$ cat src/rtl/vme_req_sequencer.sv
// Host-side request sequencer for a generated VME register block: one access in flight,
// single-cycle Rd/Wr strobes, Done-based completion and a programmable stall timeout.
module vme_req_sequencer #(
    parameter int AW      = 16,
    parameter int TIMEOUT = 255
) (
    input  logic          Clk,
    input  logic          rst_n,
    input  logic          host_req,
    input  logic          host_we,
    input  logic [AW-1:0] host_addr,
    input  logic [31:0]   host_wdata,
    output logic          host_busy,
    output logic          host_ack,
    output logic          host_err,
    output logic [31:0]   host_rdata,
    output logic [7:0]    err_count,
    output logic [AW-1:0] VMEAddr,
    output logic [31:0]   VMEWrData,
    output logic          VMERdMem,
    output logic          VMEWrMem,
    input  logic [31:0]   VMERdData,
    input  logic          VMERdDone,
    input  logic          VMEWrDone
);

    localparam int CW = $clog2(TIMEOUT + 1);
    localparam logic [CW-1:0] CNT_LAST = CW'(TIMEOUT - 1);

    typedef enum logic [1:0] {
        IDLE   = 2'd0,
        STROBE = 2'd1,
        WAIT   = 2'd2
    } state_t;

    state_t        state;
    logic          op_we;
    logic [CW-1:0] cnt;
    logic          done_match;

    function automatic logic [7:0] sat_inc8(input logic [7:0] v);
        return (v == 8'hFF) ? v : v + 8'd1;
    endfunction

    // Only the Done that matches the latched access type counts.
    always_comb begin
        done_match = op_we ? VMEWrDone : VMERdDone;
    end

    always_ff @(posedge Clk or negedge rst_n) begin
        if (!rst_n) begin
            state      <= IDLE;
            op_we      <= 1'b0;
            cnt        <= '0;
            host_busy  <= 1'b0;
            host_ack   <= 1'b0;
            host_err   <= 1'b0;
            host_rdata <= 32'h0;
            err_count  <= 8'h0;
            VMEAddr    <= '0;
            VMEWrData  <= 32'h0;
            VMERdMem   <= 1'b0;
            VMEWrMem   <= 1'b0;
        end else begin
            host_ack <= 1'b0;
            host_err <= 1'b0;
            VMERdMem <= 1'b0;
            VMEWrMem <= 1'b0;
            case (state)
                IDLE: begin
                    // busy is still high during the ack cycle, so a request there is ignored.
                    if (!host_busy && host_req) begin
                        op_we     <= host_we;
                        VMEAddr   <= host_addr;
                        VMEWrData <= host_wdata;
                        VMERdMem  <= ~host_we;
                        VMEWrMem  <= host_we;
                        cnt       <= '0;
                        host_busy <= 1'b1;
                        state     <= STROBE;
                    end else begin
                        host_busy <= 1'b0;
                    end
                end
                STROBE: begin
                    if (done_match) begin
                        state    <= IDLE;
                        host_ack <= 1'b1;
                        if (!op_we) host_rdata <= VMERdData;
                    end else begin
                        state <= WAIT;
                    end
                end
                WAIT: begin
                    // A Done in the final counted cycle still wins over the timeout.
                    if (done_match) begin
                        state    <= IDLE;
                        host_ack <= 1'b1;
                        if (!op_we) host_rdata <= VMERdData;
                    end else if (cnt == CNT_LAST) begin
                        state      <= IDLE;
                        host_ack   <= 1'b1;
                        host_err   <= 1'b1;
                        host_rdata <= 32'h0;
                        err_count  <= sat_inc8(err_count);
                    end else begin
                        cnt <= cnt + CW'(1);
                    end
                end
                default: begin
                    state     <= IDLE;
                    host_busy <= 1'b0;
                end
            endcase
        end
    end

endmodule

$ cat config.mk
export PLATFORM = sky130hd
export DESIGN_NAME = vme_req_sequencer
export DESIGN_NICKNAME = d
export VERILOG_FILES = /design/src/rtl/vme_req_sequencer.sv
export SDC_FILE = /design/constraint.sdc
export NUM_CORES = 1
export LEC_CHECK = 0
export CORE_UTILIZATION = 47
export CTS_BUF_LIST = sky130_fd_sc_hd__clkbuf_8
export DETAILED_ROUTE_END_ITERATION = 8
export GPL_ROUTABILITY_DRIVEN = 0
export PLACE_DENSITY = 0.9
export SYNTH_ARGS = -nofsm -noshare
export SYNTH_HDL_FRONTEND = slang
export SYNTH_SLANG_ARGS = --single-unit
$ cat constraint.sdc
create_clock -name Clk -period 4.3 [get_ports Clk]
set_input_delay 0.43 -clock Clk [delete_from_list [all_inputs] [get_ports Clk]]
set_output_delay 0.43 -clock Clk [all_outputs]
set_load 0.03 [all_outputs]
==> results of run 1 <==
registers in the layout (all words and copies together) (netlist names):
signal	flops
host_rdata	32
host_busy	1
VMEWrMem	1
err_count	8
VMEWrData	32
VMEAddr	16
op_we	1
host_err	1
state	2
host_ack	1
cnt	8
VMERdMem	1
per-stage QoR:
step                worst slack, ns  cell area, um2  hold WS, ns
floorplan                      2.52            4220        0.134
global placement               1.86            6100        0.483
detailed placement             1.72            6100        0.482
CTS                            1.75            6300        0.154
global route                   1.54            6300        0.188
finish                         1.76            6300        0.132
kinds of logic after synthesis:
kind of cell               after synthesis  share of synthesized area
DFF                                    104                      0.617
AOI/OAI and AO/OA                       59                      0.110
and+or+nand+nor                         59                     0.0818
muxes                                   52                      0.142
buffers and inverters                   22                     0.0210
adders and majority gates                6                     0.0178
xor gates and xnor gates                 5                     0.0104
routing by layer:
layer  wire (um)  vias up  GRT usage  share of wire
met4         140        0     0.0758          0.014
li1            -     1483          -              -
met5           0        -          0              0
met2        4940      130      0.370           0.50
met3         661       12     0.0585          0.067
met1        4140     1590      0.276           0.42
how the worst max path moves through the flow:
stage                 start        endpoint  cells after the start
2_1_floorplan  err_count[0]    err_count[1]                      5
3_3_place_gp      VMERdDone  host_rdata[19]                      4
3_5_place_dp      VMERdDone  host_rdata[30]                      4
4_1_cts            state[0]  host_rdata[30]                      5
5_1_grt            state[0]  host_rdata[30]                      5
6_report           state[0]  host_rdata[26]                      5
synth_stat cells, drive strengths merged, types with 2 or more instances:
cell    instances  area share
dfrtp         104        0.62
mux2           50        0.13
a22o           32       0.066
nand2          12       0.011
a21oi           9       0.011
clkbuf          9      0.0080
nand3           9       0.011
inv             8      0.0071
ha              6       0.018
nor2            6      0.0053
nor3            6      0.0083
nor4            6      0.0089
buf             5      0.0059
xor2            5       0.010
nand4           4      0.0095
nor2b           4      0.0059
o21ai           4      0.0056
a211o           3      0.0062
and3            3      0.0047
or4             3      0.0053
mux2i           2      0.0077
nand2b          2      0.0030
nand3b          2      0.0036
o211ai          2      0.0036
o31a            2      0.0042
area by class of cell:
class | count | area [um2] | area share
Clock buffer | 9 | 124 | 0.0197
Clock inverter | 7 | 78.8 | 0.0125
Inverter | 8 | 30.0 | 0.00477
Multi-Input combinational cell | 181 | 1540 | 0.244
Sequential cell | 104 | 2600 | 0.413
Tap cell | 108 | 135 | 0.0214
Timing Repair Buffer | 180 | 1790 | 0.285
power groups by stage:
stage / Combinational (uW) / Sequential, uW / Clock, uW
3_5_place_dp: 2460 / 1630 / 0
3_3_place_gp: 2400 / 1610 / 0
4_1_cts: 2470 / 1610 / 633
6_report: 2450 / 1610 / 616
5_1_grt: 2580 / 1670 / 669
2_1_floorplan: 655 / 2390 / 0
worst register-to-register path, cell delays in order (launching register included):
cell and delay [ns]:
dfrtp_1 0.41, inv_1 0.10, ha_1 0.54, nor2_1 0.14, nor2b_2 0.98, a22o_1 0.30
==> results_dict.tcl, run 1 <==
set metrics [dict create \
    status "finished, final reports clean" \
    r2r-start "state[0]" \
    cp-end-kind "register" \
    cts_tree "done" \
    die_width_um 96.8 \
    clkSinkCount 104 \
    synth_warnings 0 \
    max-cap-violations 0 \
    avgViaCountPerCell 5.39 \
    hold_viol_final 0 \
    r2r_slack_ns 1.76 \
    grt_use_total 0.220 \
    start_util 0.484 \
    cp.arrival_ns 2.83 \
    cts_setup_buffers 0 \
    synth_area_mm2 0.00422 \
    grt_max_degree 63 \
    synthesis.nets 399 \
    path_buf_inv 1 \
    r2r-end "host_rdata[26]" \
    coreArea_mm2 0.00872 \
    finalPower_uw 4680 \
    ys_seq_area_frac 0.617 \
    fin_setup_tns_ns 0 \
    layout-drive-gt1-share 0.157 \
    start_kind "register" \
    slowest_delay_ns 0.98 \
    worst_slew_pin_slew_ns 1.31 \
    cp_max_fo 32 \
    peakVddDrop_v 0.000445 \
    routed_wl_mm 9.88 \
    hp-class "input port to async pin" \
    cp_cell_sequence "inv_1 > ha_1 > nor2_1 > nor2b_2 > a22o_1" \
    final_antenna_net_count 0 \
    dr.pass1.iters 4 \
    place.port_buffers 178 \
    vias 3215 \
    p_comb_frac 0.524 \
    fillCellCount 576 \
    synth_ff_type "dfrtp_1" \
    grt_pass1_vias 3411 \
    swShare 0.404 \
    reg2reg_depth 5 \
    area_growth_pct 49.3 \
    drtIter0Drc 108 \
    fin_cells 597 \
    htree_levels 3 \
    place_inst 581 \
    cts_made_buffers 9 \
    required_ns 4.59 \
    fin_crit_ns 2.54 \
    cpMaxStageDelayCell "nor2b_2" \
    dieArea_mm2 0.00936 \
    post-route-drc-count 0 \
    fin_util 0.722 \
    synthDistinctLibCells 42 \
    ys_ff_latch 104 \
    slew_viol_final 0 \
    clock_path_buffers 2 \
    layout_commonest_cell "clkdlybuf4s50_1" \
    diodes 0 \
    skew_ns 0.0150 \
    synth_edf_count 0 \
    clockPowerShare 0.131 \
    finalSetupViolCount 0 \
    internal_power_uw 2790 \
    async_flop_share 1.00 \
    fmax_ghz 0.394 \
    io_pins 179 \
    antenna_found_initial 0 \
    clock_latency_ns 0.36 \
    routedWlPerCell_um 16.5 \
    die_h_um 96.8 \
    p_per_area_mw_per_mm2 743 \
    worstSetupPathType "register to register" \
    rows 34 \
    cts_root_buf "clkbuf_8" \
    timing.final.crit_share 0.590 \
    grt_overflow 0 \
    switchingPower_uw 1890 \
    grt_pass1_wl_mm 16.6 \
    path_delay_family "simple AND/OR/NAND/NOR gates" \
    layout_common_cells "177 x clkdlybuf4s50_1, 104 x dfrtp_1, 48 x mux2_2" \
    postSynthCellCount 307 \
    path_clk_slew_ns 0.10 \
    synth_area_per_cell_um2 13.7 \
    cts_hold_buf 0 \
    ctsResizeCount 0 \
    nets 576 \
    seqPwrFrac 0.345 \
    hpwl_mm 7.23 \
    leakagePower_uw 0.00274 \
    rsz0062_at_grt "no" \
    slew_headroom 0.130 \
]
Note: power is estimated with default switching activity, not from simulation.
==> inputs of run 2 (changes only) <==
--- a/config.mk
+++ b/config.mk
@@ -5,11 +5,11 @@
 export SDC_FILE = /design/constraint.sdc
 export NUM_CORES = 1
 export LEC_CHECK = 0
-export CORE_UTILIZATION = 47
+export CORE_UTILIZATION = 40
 export CTS_BUF_LIST = sky130_fd_sc_hd__clkbuf_8
 export DETAILED_ROUTE_END_ITERATION = 8
 export GPL_ROUTABILITY_DRIVEN = 0
-export PLACE_DENSITY = 0.9
+export PLACE_DENSITY = 0.82
 export SYNTH_ARGS = -nofsm -noshare
 export SYNTH_HDL_FRONTEND = slang
 export SYNTH_SLANG_ARGS = --single-unit
==> constraint.sdc (replaced) <==
create_clock -name Clk -period 2.2 [get_ports Clk]
set_input_delay 0.22 -clock Clk [delete_from_list [all_inputs] [get_ports Clk]]
set_output_delay 0.22 -clock Clk [all_outputs]
set_load 0.03 [all_outputs]
==> results_dict.tcl, run 2 (synthesis results as in run 1) <==
set metrics [dict create \
    clkSinkCount 104 \
    antenna_found_initial 0 \
    hpwl_mm 7.58 \
    grt_pass1_vias 3376 \
    cp-end-kind "register" \
    start_kind "register" \
    path_buf_inv 1 \
    nets 583 \
    fin_setup_tns_ns 0 \
    routed_wl_mm 10.3 \
    area_growth_pct 52.0 \
    rows 37 \
    die_h_um 105 \
    final_antenna_net_count 0 \
    clock_latency_ns 0.36 \
    coreArea_mm2 0.0103 \
    vias 3269 \
    r2r_slack_ns 0.23 \
    r2r-start "state[0]" \
    cp.arrival_ns 2.21 \
    switchingPower_uw 3690 \
    finalSetupViolCount 0 \
    drtIter0Drc 172 \
    htree_levels 3 \
    cts_tree "done" \
    layout-drive-gt1-share 0.168 \
    grt_overflow 0 \
    path_delay_family "compound AO/OA/AOI/OAI gates" \
    leakagePower_uw 0.00278 \
    max-cap-violations 0 \
    cp_cell_sequence "inv_1 > ha_1 > nand3b_1 > a21boi_2 > nor3_1 > a221o_1" \
    clock_path_buffers 2 \
    critPathCapture "cnt[6]" \
    cts_root_buf "clkbuf_8" \
    peakVddDrop_v 0.000708 \
    required_ns 2.44 \
    start_util 0.411 \
    seqPwrFrac 0.341 \
    p_comb_frac 0.531 \
    layout_commonest_cell "clkdlybuf4s50_1" \
    cp_max_fo 16 \
    timing.final.crit_share 0.894 \
    avgViaCountPerCell 5.18 \
    place_inst 615 \
    dieArea_mm2 0.0110 \
    internal_power_uw 5500 \
    fin_area_mm2 0.00642 \
    rsz0062_at_grt "no" \
    path_clk_slew_ns 0.10 \
    fmax_ghz 0.509 \
    placed_area_mm2 0.00621 \
    setup_ws_ns 0.234 \
    p_per_area_mw_per_mm2 1430 \
    cpMaxStageDelayCell "a21boi_2" \
    fin_crit_ns 1.97 \
    place.port_buffers 178 \
    timing.critical_path.from "state[0]" \
    r2r-end "cnt[6]" \
    grt_pass1_wl_mm 16.5 \
    status "finished, final reports clean" \
    diodes 0 \
    reg.largest.list "VMEWrData x32, host_rdata x32, VMEAddr x16" \
    die_width_um 105 \
    skew_ns 0.0124 \
    grt_max_degree 53 \
    slew_viol_final 0 \
    cts_made_buffers 9 \
    routedWlPerCell_um 16.3 \
    slowest_delay_ns 0.56 \
    hold_viol_final 0 \
    io_pins 179 \
    post-route-drc-count 0 \
    clockPowerShare 0.128 \
    slew_headroom 0.572 \
    layout_common_cells "177 x clkdlybuf4s50_1, 104 x dfrtp_1, 48 x mux2_2" \
    dr.pass1.iters 4 \
    grt_use_total 0.192 \
    fin_cells 631 \
    path_depth 6 \
    reg2reg_depth 6 \
    worst_slew_pin_slew_ns 0.638 \
    worstSetupPathType "register to register" \
    swShare 0.402 \
    post-place-ws_ns 0.257 \
    hp-class "input port to async pin" \
]
## run 2: cell count changes in the layout (fill, tap and decap cells not counted), sizes merged
cell	change
buf	+6
clkinv	-1
clkinvlp	+1
dlygate4sd3	+1
inv	-1
## run 2: power groups by stage
stage                     registers, uW  logic [uW]  clock network, uW
final                              3130        4880               1180
after global routing               3230        5110               1280
after CTS                          3140        4920               1220
after detailed placement           3170        4890                  0
after global placement             3120        4830                  0
after floorplan                    4660        1280                  0
## run 2: how the worst min path moves through the flow
| stage | cells past startpoint | to | slack [ns] |
|---|---|---|---|
| after floorplan | 0 | VMEAddr[0] | -0.08 |
| after global placement | 1 | host_err | 0.14 |
| after detailed placement | 1 | host_err | 0.14 |
| after CTS | 2 | err_count[5] | 0.28 |
| after global routing | 2 | err_count[5] | 0.29 |
| final | 2 | err_count[5] | 0.29 |
## run 2: area by class of cell
cell class | instances | area (um2)
Timing Repair Buffer | 187 | 1890
Multi-Input combinational cell | 181 | 1540
Clock buffer | 9 | 124
Fill cell | 837 | 3860
Clock inverter | 6 | 67.6
Sequential cell | 104 | 2600
Inverter | 8 | 30.0
Tap cell | 136 | 170
## run 2: layer usage
metal,track usage,vias to the layer above,part of all wire
met3,0.0711,20,0.086
li1,-,1497,-
met1,0.215,1599,0.37
met2,0.335,153,0.52
met5,0,-,0
met4,0.0684,0,0.023
## run 2: timing repair
| action | 4_1_cts | 5_1_grt |
|---|---|---|
| hold buffers | 1 | 0 |
| setup buffers | 0 | 0 |
| hold endpoints to repair | 22 | 0 |
| setup endpoints to repair | 0 | 0 |
| resized for setup | 0 | 0 |
## run 2: per-stage QoR
| stage | utilization | hold slack (ns) | power (uW) |
|---|---|---|---|
| 2_1_floorplan | - | -0.0756 | 5940 |
| 3_3_place_gp | 0.605 | 0.136 | 7950 |
| 3_5_place_dp | 0.605 | 0.143 | 8060 |
| 4_1_cts | 0.624 | 0.278 | 9280 |
| 5_1_grt | 0.624 | 0.291 | 9620 |
| 6_report | 0.624 | 0.287 | 9190 |
